`config.mk`:
```
export PLATFORM = sky130hd
export DESIGN_NAME = player_input_ctrl
export DESIGN_NICKNAME = d
export VERILOG_FILES = /design/src/rtl/game_pkg.sv /design/src/rtl/key_sync_edge.sv /design/src/rtl/player_input_ctrl.sv
export SDC_FILE = /design/constraint.sdc
export NUM_CORES = 1
export LEC_CHECK = 0
export BUFFER_PORTS_ARGS = -buffer_cell sky130_fd_sc_hd__buf_2
export CAP_MARGIN = 10
export CORE_MARGIN = 4
export CORE_UTILIZATION = 55
export CTS_CLUSTER_SIZE = 14
export DETAILED_ROUTE_END_ITERATION = 8
export PLACE_DENSITY = 0.9
export SLEW_MARGIN = 10
export SYNTH_ARGS = -nofsm -noshare
export SYNTH_HDL_FRONTEND = slang
export SYNTH_SLANG_ARGS = --single-unit
export TNS_END_PERCENT = 30
```
`constraint.sdc`:
```
create_clock -name clk -period 3.2 [get_ports clk]
set_clock_uncertainty 0.05 [all_clocks]
set_input_delay 0.16 -clock clk [delete_from_list [all_inputs] [get_ports clk]]
set_output_delay 0.16 -clock clk [all_outputs]
set_load 0.01 [all_outputs]
```
`src/rtl/game_pkg.sv`:
```
// Shared definitions for the tile-game blocks: input FSM states and
// default sizing constants.
package game_pkg;

  localparam int DEF_NUM_TILES      = 4;
  localparam int DEF_MAX_LEN        = 9;
  localparam int DEF_TIMEOUT_CYCLES = 50_000_000;

  typedef enum logic [1:0] {
    ST_IDLE         = 2'd0,
    ST_WAIT_PRESS   = 2'd1,
    ST_WAIT_RELEASE = 2'd2
  } state_t;

endpackage

```
`src/rtl/key_sync_edge.sv`:
```
// Push-button front end: 2-flop synchronizer on the active-low keys, a
// single-key press detector and an all-released flag. A press is a key
// going high-to-low while every other key reads high, so chords never
// produce an event.
module key_sync_edge
  import game_pkg::*;
#(
  parameter  int NUM_TILES = DEF_NUM_TILES,
  localparam int TILE_W    = $clog2(NUM_TILES)
) (
  input  logic                 clk,
  input  logic                 reset,
  input  logic [NUM_TILES-1:0] key,
  output logic                 press,
  output logic [TILE_W-1:0]    press_tile,
  output logic                 all_rel
);

  logic [NUM_TILES-1:0] sync1, sync2, prev;
  logic [NUM_TILES-1:0] ev;
  logic [NUM_TILES-1:0] others;

  // Synchronize the keys and keep one cycle of history for edge detection.
  always_ff @(posedge clk) begin
    if (reset) begin
      sync1 <= '1;
      sync2 <= '1;
      prev  <= '1;
    end else begin
      sync1 <= key;
      sync2 <= sync1;
      prev  <= sync2;
    end
  end

  // Falling edge on exactly one key while all others are released.
  always_comb begin
    ev         = '0;
    others     = sync2;
    press_tile = '0;
    for (int i = 0; i < NUM_TILES; i++) begin
      others    = sync2;
      others[i] = 1'b1;
      ev[i]     = prev[i] & ~sync2[i] & (&others);
      if (ev[i]) press_tile = TILE_W'(i);
    end
  end

  assign press   = |ev;
  assign all_rel = &sync2;

endmodule

```
`src/rtl/player_input_ctrl.sv`:
```
// Player input controller: latches a target tile sequence on start, then
// checks each single-key press against the current step, pulsing
// match/mismatch/round_done. A key must be fully released before the next
// press counts.
// Optional build macro PLAYER_TIMEOUT_EN adds an idle-input timeout that
// aborts the round after TIMEOUT_CYCLES cycles without a press.
module player_input_ctrl
  import game_pkg::*;
#(
  parameter  int NUM_TILES      = DEF_NUM_TILES,
  parameter  int MAX_LEN        = DEF_MAX_LEN,
  parameter  int TIMEOUT_CYCLES = DEF_TIMEOUT_CYCLES,
  localparam int TILE_W         = $clog2(NUM_TILES),
  localparam int CNT_W          = $clog2(MAX_LEN + 1)
) (
  input  logic                      clk,
  input  logic                      reset,
  input  logic [NUM_TILES-1:0]      KEY,
  input  logic [MAX_LEN*TILE_W-1:0] seq,
  input  logic [CNT_W-1:0]          round_len,
  input  logic                      start,
  output logic                      busy,
  output logic                      tile_valid,
  output logic [TILE_W-1:0]         tile_sel,
  output logic [CNT_W-1:0]          step_idx,
  output logic                      match,
  output logic                      mismatch,
  output logic                      round_done,
  output logic                      timeout
);

  localparam logic [CNT_W-1:0] MAX_LEN_C = CNT_W'(MAX_LEN);

  state_t                    st;
  logic [MAX_LEN*TILE_W-1:0] seq_q;
  logic [CNT_W-1:0]          len_q;
  logic                      press;
  logic [TILE_W-1:0]         press_tile;
  logic                      all_rel;
  logic [TILE_W-1:0]         exp_tile;
  logic                      start_ok;
  logic                      last_step;
  logic                      in_wait;
  logic                      to_hit;

  key_sync_edge #(.NUM_TILES(NUM_TILES)) u_keys (
    .clk        (clk),
    .reset      (reset),
    .key        (KEY),
    .press      (press),
    .press_tile (press_tile),
    .all_rel    (all_rel)
  );

  assign start_ok  = (st == ST_IDLE) && start &&
                     (round_len != '0) && (round_len <= MAX_LEN_C);
  assign last_step = (step_idx == len_q - CNT_W'(1));
  assign in_wait   = (st == ST_WAIT_PRESS) || (st == ST_WAIT_RELEASE);

  // Select the latched target tile for the current step.
  always_comb begin
    exp_tile = '0;
    for (int i = 0; i < MAX_LEN; i++)
      if (step_idx == CNT_W'(i)) exp_tile = seq_q[i*TILE_W +: TILE_W];
  end

`ifdef PLAYER_TIMEOUT_EN
  localparam int TO_W = $clog2(TIMEOUT_CYCLES + 1);
  logic [TO_W-1:0] to_cnt;

  // A press in the same cycle as expiry wins, since it restarts the count.
  assign to_hit = in_wait && !press && (to_cnt == TO_W'(TIMEOUT_CYCLES - 1));

  // Idle-input counter: restarts on start and on every press event.
  always_ff @(posedge clk) begin
    if (reset) begin
      to_cnt  <= '0;
      timeout <= 1'b0;
    end else begin
      timeout <= to_hit;
      if (start_ok || press || !in_wait || to_hit) to_cnt <= '0;
      else                                         to_cnt <= to_cnt + 1'b1;
    end
  end
`else
  assign to_hit  = 1'b0;
  assign timeout = 1'b0;
`endif

  // Round FSM: start, check each press, wait for release between presses.
  always_ff @(posedge clk) begin
    if (reset) begin
      st         <= ST_IDLE;
      busy       <= 1'b0;
      tile_valid <= 1'b0;
      match      <= 1'b0;
      mismatch   <= 1'b0;
      round_done <= 1'b0;
      tile_sel   <= '0;
      step_idx   <= '0;
      seq_q      <= '0;
      len_q      <= '0;
    end else begin
      tile_valid <= 1'b0;
      match      <= 1'b0;
      mismatch   <= 1'b0;
      round_done <= 1'b0;
      unique case (st)
        ST_IDLE: begin
          if (start_ok) begin
            seq_q    <= seq;
            len_q    <= round_len;
            step_idx <= '0;
            busy     <= 1'b1;
            st       <= ST_WAIT_PRESS;
          end
        end
        ST_WAIT_PRESS: begin
          if (press) begin
            tile_valid <= 1'b1;
            tile_sel   <= press_tile;
            if (press_tile == exp_tile) begin
              match <= 1'b1;
              if (last_step) begin
                round_done <= 1'b1;
                busy       <= 1'b0;
                st         <= ST_IDLE;
              end else begin
                step_idx <= step_idx + CNT_W'(1);
                st       <= ST_WAIT_RELEASE;
              end
            end else begin
              mismatch <= 1'b1;
              busy     <= 1'b0;
              st       <= ST_IDLE;
            end
          end else if (to_hit) begin
            busy <= 1'b0;
            st   <= ST_IDLE;
          end
        end
        ST_WAIT_RELEASE: begin
          if (to_hit) begin
            busy <= 1'b0;
            st   <= ST_IDLE;
          end else if (all_rel) begin
            st <= ST_WAIT_PRESS;
          end
        end
        default: st <= ST_IDLE;
      endcase
    end
  end

endmodule
```
Word level (Yosys, flattened, before mapping)
Cells that the tools add are included.

Equal/unequal tests: 18. $add $sub $neg: 2. Multiplexer cells: 32. Order comparisons: 1. Reduce and logical (&&, ||, !) cells: 21. Bitwise logic cells: 15.

Operator list (number): $mux W2 (16); $eq A4 B3 Y1 const B (4); $mux W4 (4); $reduce_and A3 Y1 (5); $mux W1 (9); $and A1 B1 Y1 (8); $eq A4 B2 Y1 const B (2); $ne A2 B2 Y1 const B (4); $pmux W4 S2 (1); $reduce_and A4 Y1 (2); $reduce_or A4 Y1 (2); $not A1 Y1 (7); $pmux W2 S3 (1); $reduce_and A5 Y1 (1); $add A4 B1 Y4 const B (1); $eq A4 B1 Y1 const B (1); $eq A4 B4 Y1 (1); $eq A4 B4 Y1 const B (1); $le A4 B4 Y1 const B (1); $logic_not A4 Y1 (1); $reduce_and A2 Y1 (2); $reduce_bool A4 Y1 (1); $sub A4 B1 Y4 const B (1); $logic_and A1 B1 Y1 (3); 10 further kinds (10).

Input port bits: 29. Register bits after elaboration: 47. Output and inout port bits: 12.

Longest topological paths before layout
Depth in word-level cells: 14. Depth in mapped cells: 10. Gate-level depth less buffers: 9.

Cells and area by module
Synthesis repeated with hierarchy kept, for this count alone.

Cell total of the unflattened synthesis: 257. Area total of the unflattened synthesis: 2167.1 um^2.

By module, submodules not included: player_input_ctrl (instances 1, area an instance 1761.7 um^2, cells each 219); key_sync_edge (instances 1, area an instance 405.4 um^2, cells each 38).

Least setup slack after synthesis
OpenSTA, ideal clock, no wires.

Kind: flip-flop to flip-flop. Start point: reg step_idx[1]. End point: reg step_idx[2]. Required time: 3030 ps. Clock period less this slack: 2319 ps. Path slack: 881 ps. Library setup time: 120 ps. Stages on the path, launching flop included: 11. Arrival time: 2149 ps. Cells stage by stage: dfxtp_1 -> inv_1 -> ha_1 -> clkbuf_1 -> nor2b_1 -> o41ai_1 -> o211ai_1 -> nand3_2 -> and2_4 -> a41oi_2 -> a211o_1.

Longest elaborated chain between the ends: 13. Elaborated cells on any way between the ends: 28.

Ends and longest elaborated chain: from (decl) (line player_input_ctrl.sv:25) `output logic [CNT_W-1:0] step_idx,`; from (signal assigned) (line player_input_ctrl.sv:129) `step_idx <= step_idx + CNT_W'(1);`; $logic_not A4 Y1 (line player_input_ctrl.sv:64) `if (step_idx == CNT_W'(i)) exp_tile = seq_q[i*TILE_W +: TILE_W];`; $mux W2 (9 in a row) (line player_input_ctrl.sv:64); $eq A2 B2 Y1 (line player_input_ctrl.sv:122) `if (press_tile == exp_tile) begin`; $ne A2 B1 Y1 (no line); $reduce_and A5 Y1 (no line).

Several ways; a longest one is shown, not always the timed one. The select of a mux whose other input is x is not followed. A chain may end at the register's enable or synchronous reset.

Worst setup path in the final report
Start point: reg step_idx[1]. End point: reg step_idx[3].

The elaborated chain is that of the path after synthesis.

==> impl_results.md <==
- Worst reg-to-reg setup slack: 0.72 ns
- First drt pass iteration count: 4
- Crit-path max FO: 9
- Post-route ant nets: 0
- Unrepaired setup endpoints after global routing: no
- Final Critical Period: 2.48 ns
- Final wirelength: 4720 um
- Final hold vios: 0
- Net Count, Synth: 296
- Total CTS buffers: 5
- Critical-path top delay cell: dfxtp_1
- Hold Crit Class: input pin to flip-flop
- Area delta synth->final: 16.3%
- Most frequent cells in the layout: 50 x nand2_1, 47 x dfxtp_1, 39 x buf_2
- Least-Margin Pin Slew: 0.654 ns
- Post-synth top flop: dfxtp_1
- CTS Sinks: 47
- First-pass GRT wire length: 7940 um
- Fmax: 403 MHz
- Setup CP Type: flip-flop to flip-flop
- Fin nets: 332
- Worst Hold Margin: 0.0360 ns
- Leak Pwr: 1.03 nW
- DR iter-0 viols: 124
- Mean Syn Cell Area: 8.39 um2
- Hold_sp: seq[4]
- Run status: complete, no violations
- Async S/R FF share, synth: 0%
- ANT cells: 0
- Hold path depth: 3
- Initial antenna violation count: 0
- Initial Utilization: 58.3%
- Multi-input gate area: 0.00115 mm2
- Die extent in x: 71.2 um
- Max_cap viols: 0
- Finish-stage setup viols: 0
- Post-Syn Instances: 262
- Number of global-route vias before repair: 1,863
- Largest net degree at the start of global routing: 43
- Seq cells post-synth: 47
- Core area: 0.00377 mm2
- Worst vdd ir: 406 uV
- Cell Pwr Density: 541 mW/mm2
- Yosys warns: 0
- Placed insts: 335
- Layout Utilization: 67.8%
- Clock latency at the later pin of the worst-skew pair: 0.30 ns
- Num rows: 22
- Gr usage total: 19.4%
- H-tree depth: 2
- Die height: 71.2 um
- Commonest non-fill, non-tap cell in the layout: nand2_1
- R2R depth: 9
- CTS root buf: clkbuf_8
- Clk slew on worst S/H paths: 0.09 ns
- Sequential element share of the synthesized area: 42.8%
- Arrival @ worst endpoint: 2.62 ns
- Die area: 0.00507 mm2
- Crit-path max cell delay: 0.48 ns
- CTS tree: done
- Post-Synthesis Cell Area: 0.00220 mm2
- Hold EP: seq_q[4]$_SDFFE_PP0P_
- Post-Layout Cell Count: 347
- Slew headroom: 56.4%
- Port bufs: 39
- Crit-path cells: inv_1 -> ha_1 -> nor2b_1 -> o41ai_1 -> o211ai_1 -> nand3_2 -> nand4b_2 -> nor2_1 -> o221ai_1
- Netlist cell types: 53
- Worst R2R End: step_idx[3]$_SDFFE_PP0P_
- CTS Buffer Depth: 2
- Reg-to-Reg Start: step_idx[1]$_SDFFE_PP0P_
- Routed vias: 1,934
- I/O Pins: 41
- # DRC: 0
- CTS resizes: 0
- Filler cell count: 311
- Wire per inst: 13.6 um
- Final Max Slew Viols: 0
- Share of cells above drive strength 1: 24.7%
- EDFF count, synth: 0
- Startpoint types: flip-flop
- Register area: 941 um2
- CP top delay family: simple AND/OR/NAND/NOR gates
- Worst Path Required: 3.34 ns
- Fin crit share: 77.5%
- Vias per cell: 5.57
- CP endpoint kind: flip-flop
- Detailed-placement wirelength estimate: 3370 um
- Worst path bufs/invs: 1
- Setup TNS: 0 ns
- Total grt overflow: 0
- Gpl congestion: 0.891
-- registers in the layout, indices dropped and copies added, names as in the netlist --
signal,flops
round_done,1
tile_valid,1
u_keys.sync2,4
st,2
mismatch,1
tile_sel,2
len_q,4
busy,1
match,1
u_keys.sync1,4
step_idx,4
u_keys.prev,4
seq_q,18
-- worst max path at each step --
stage | startpoint | endpoint | slack (ns) | cells past startpoint
2_1_floorplan | step_idx[1]$_SDFFE_PP0P_ | step_idx[2]$_SDFFE_PP0P_ | 0.88 | 10
4_1_cts | step_idx[1]$_SDFFE_PP0P_ | step_idx[3]$_SDFFE_PP0P_ | 0.73 | 9
6_report | step_idx[1]$_SDFFE_PP0P_ | step_idx[3]$_SDFFE_PP0P_ | 0.72 | 9
5_1_grt | step_idx[1]$_SDFFE_PP0P_ | step_idx[3]$_SDFFE_PP0P_ | 0.55 | 9
3_5_place_dp | step_idx[1]$_SDFFE_PP0P_ | step_idx[3]$_SDFFE_PP0P_ | 0.77 | 9
3_3_place_gp | step_idx[1]$_SDFFE_PP0P_ | step_idx[2]$_SDFFE_PP0P_ | 0.92 | 9
-- report_power, final --
part           switching (W)  total (W)  leakage, nW  internal [W]
combinational       0.000164   0.000284        0.585      0.000121
sequential         0.0000336   0.000659        0.384      0.000626
clock               0.000203   0.000440       0.0587      0.000237
total               0.000400    0.00138         1.03      0.000983
-- per-stage QoR --
| step | setup slack, ns | power (W) | area, um2 |
|---|---|---|---|
| global placement | 0.917 | 0.000935 | 2400 |
| global route | 0.555 | 0.00145 | 2550 |
| CTS | 0.727 | 0.00139 | 2550 |
| floorplan | 0.881 | 0.000868 | 2200 |
| finish | 0.718 | 0.00138 | 2550 |
| detailed placement | 0.770 | 0.000948 | 2400 |
-- cell usage after synthesis, types with 3 or more instances --
master	count	area share [%]
buf_1	3	0.51
clkbuf_1	9	1.5
nand2_1	50	8.5
ha_1	5	2.8
and3_1	3	0.85
inv_1	11	1.9
nor2_1	11	1.9
or2_2	13	3.7
a22oi_1	6	2.0
a21oi_1	31	7.1
nand3b_1	8	2.7
dfxtp_1	47	43
nor2b_1	4	1.1
nor3_1	5	1.1
xor2_1	4	1.6
nand3_1	5	1.1
-- layer usage --
metal / global-route usage [%] / share of wire (%) / vias up
met5: 0 / 0 / -
met4: 8.56 / 1.8 / 0
met3: 5.11 / 6.0 / 9
met2: 32.6 / 47 / 50
met1: 23.2 / 45 / 907
li1: - / - / 968
-- worst register-to-register path, delay by kind of cell (launching register included) --
family	cells	cell delay, ns
and+or+nand+nor	4	0.73
AOI/OAI and AO/OA	3	0.67
DFF	1	0.48
adders and majority gates	1	0.30
buffers and inverters	1	0.14
-- area by class of cell --
class | count | share of cell area (%)
multi-input combinational | 188 | 44.9
timing repair buffer | 45 | 9.79
tap | 48 | 2.35
sequential | 47 | 36.8
clock buffer | 5 | 2.69
inverter | 11 | 1.62
clock inverter | 3 | 1.86
-- repair_timing --
item | in CTS | in global routing
endpoints found under the hold margin | 4 | 0
hold buffers | 4 | 0
setup buffers | 0 | 0
-- cell families after synthesis --
kind of cell / after synthesis / synth area share [%]
AOI/OAI and AO/OA: 63 / 19.8
other: 1 / 0.171
adders and majority gates: 5 / 2.85
buffers and inverters: 27 / 5.35
DFF: 47 / 42.8
and+or+nand+nor: 113 / 26.6
xor gates and xnor gates: 6 / 2.39
Note: power is estimated with default switching activity, not from simulation.
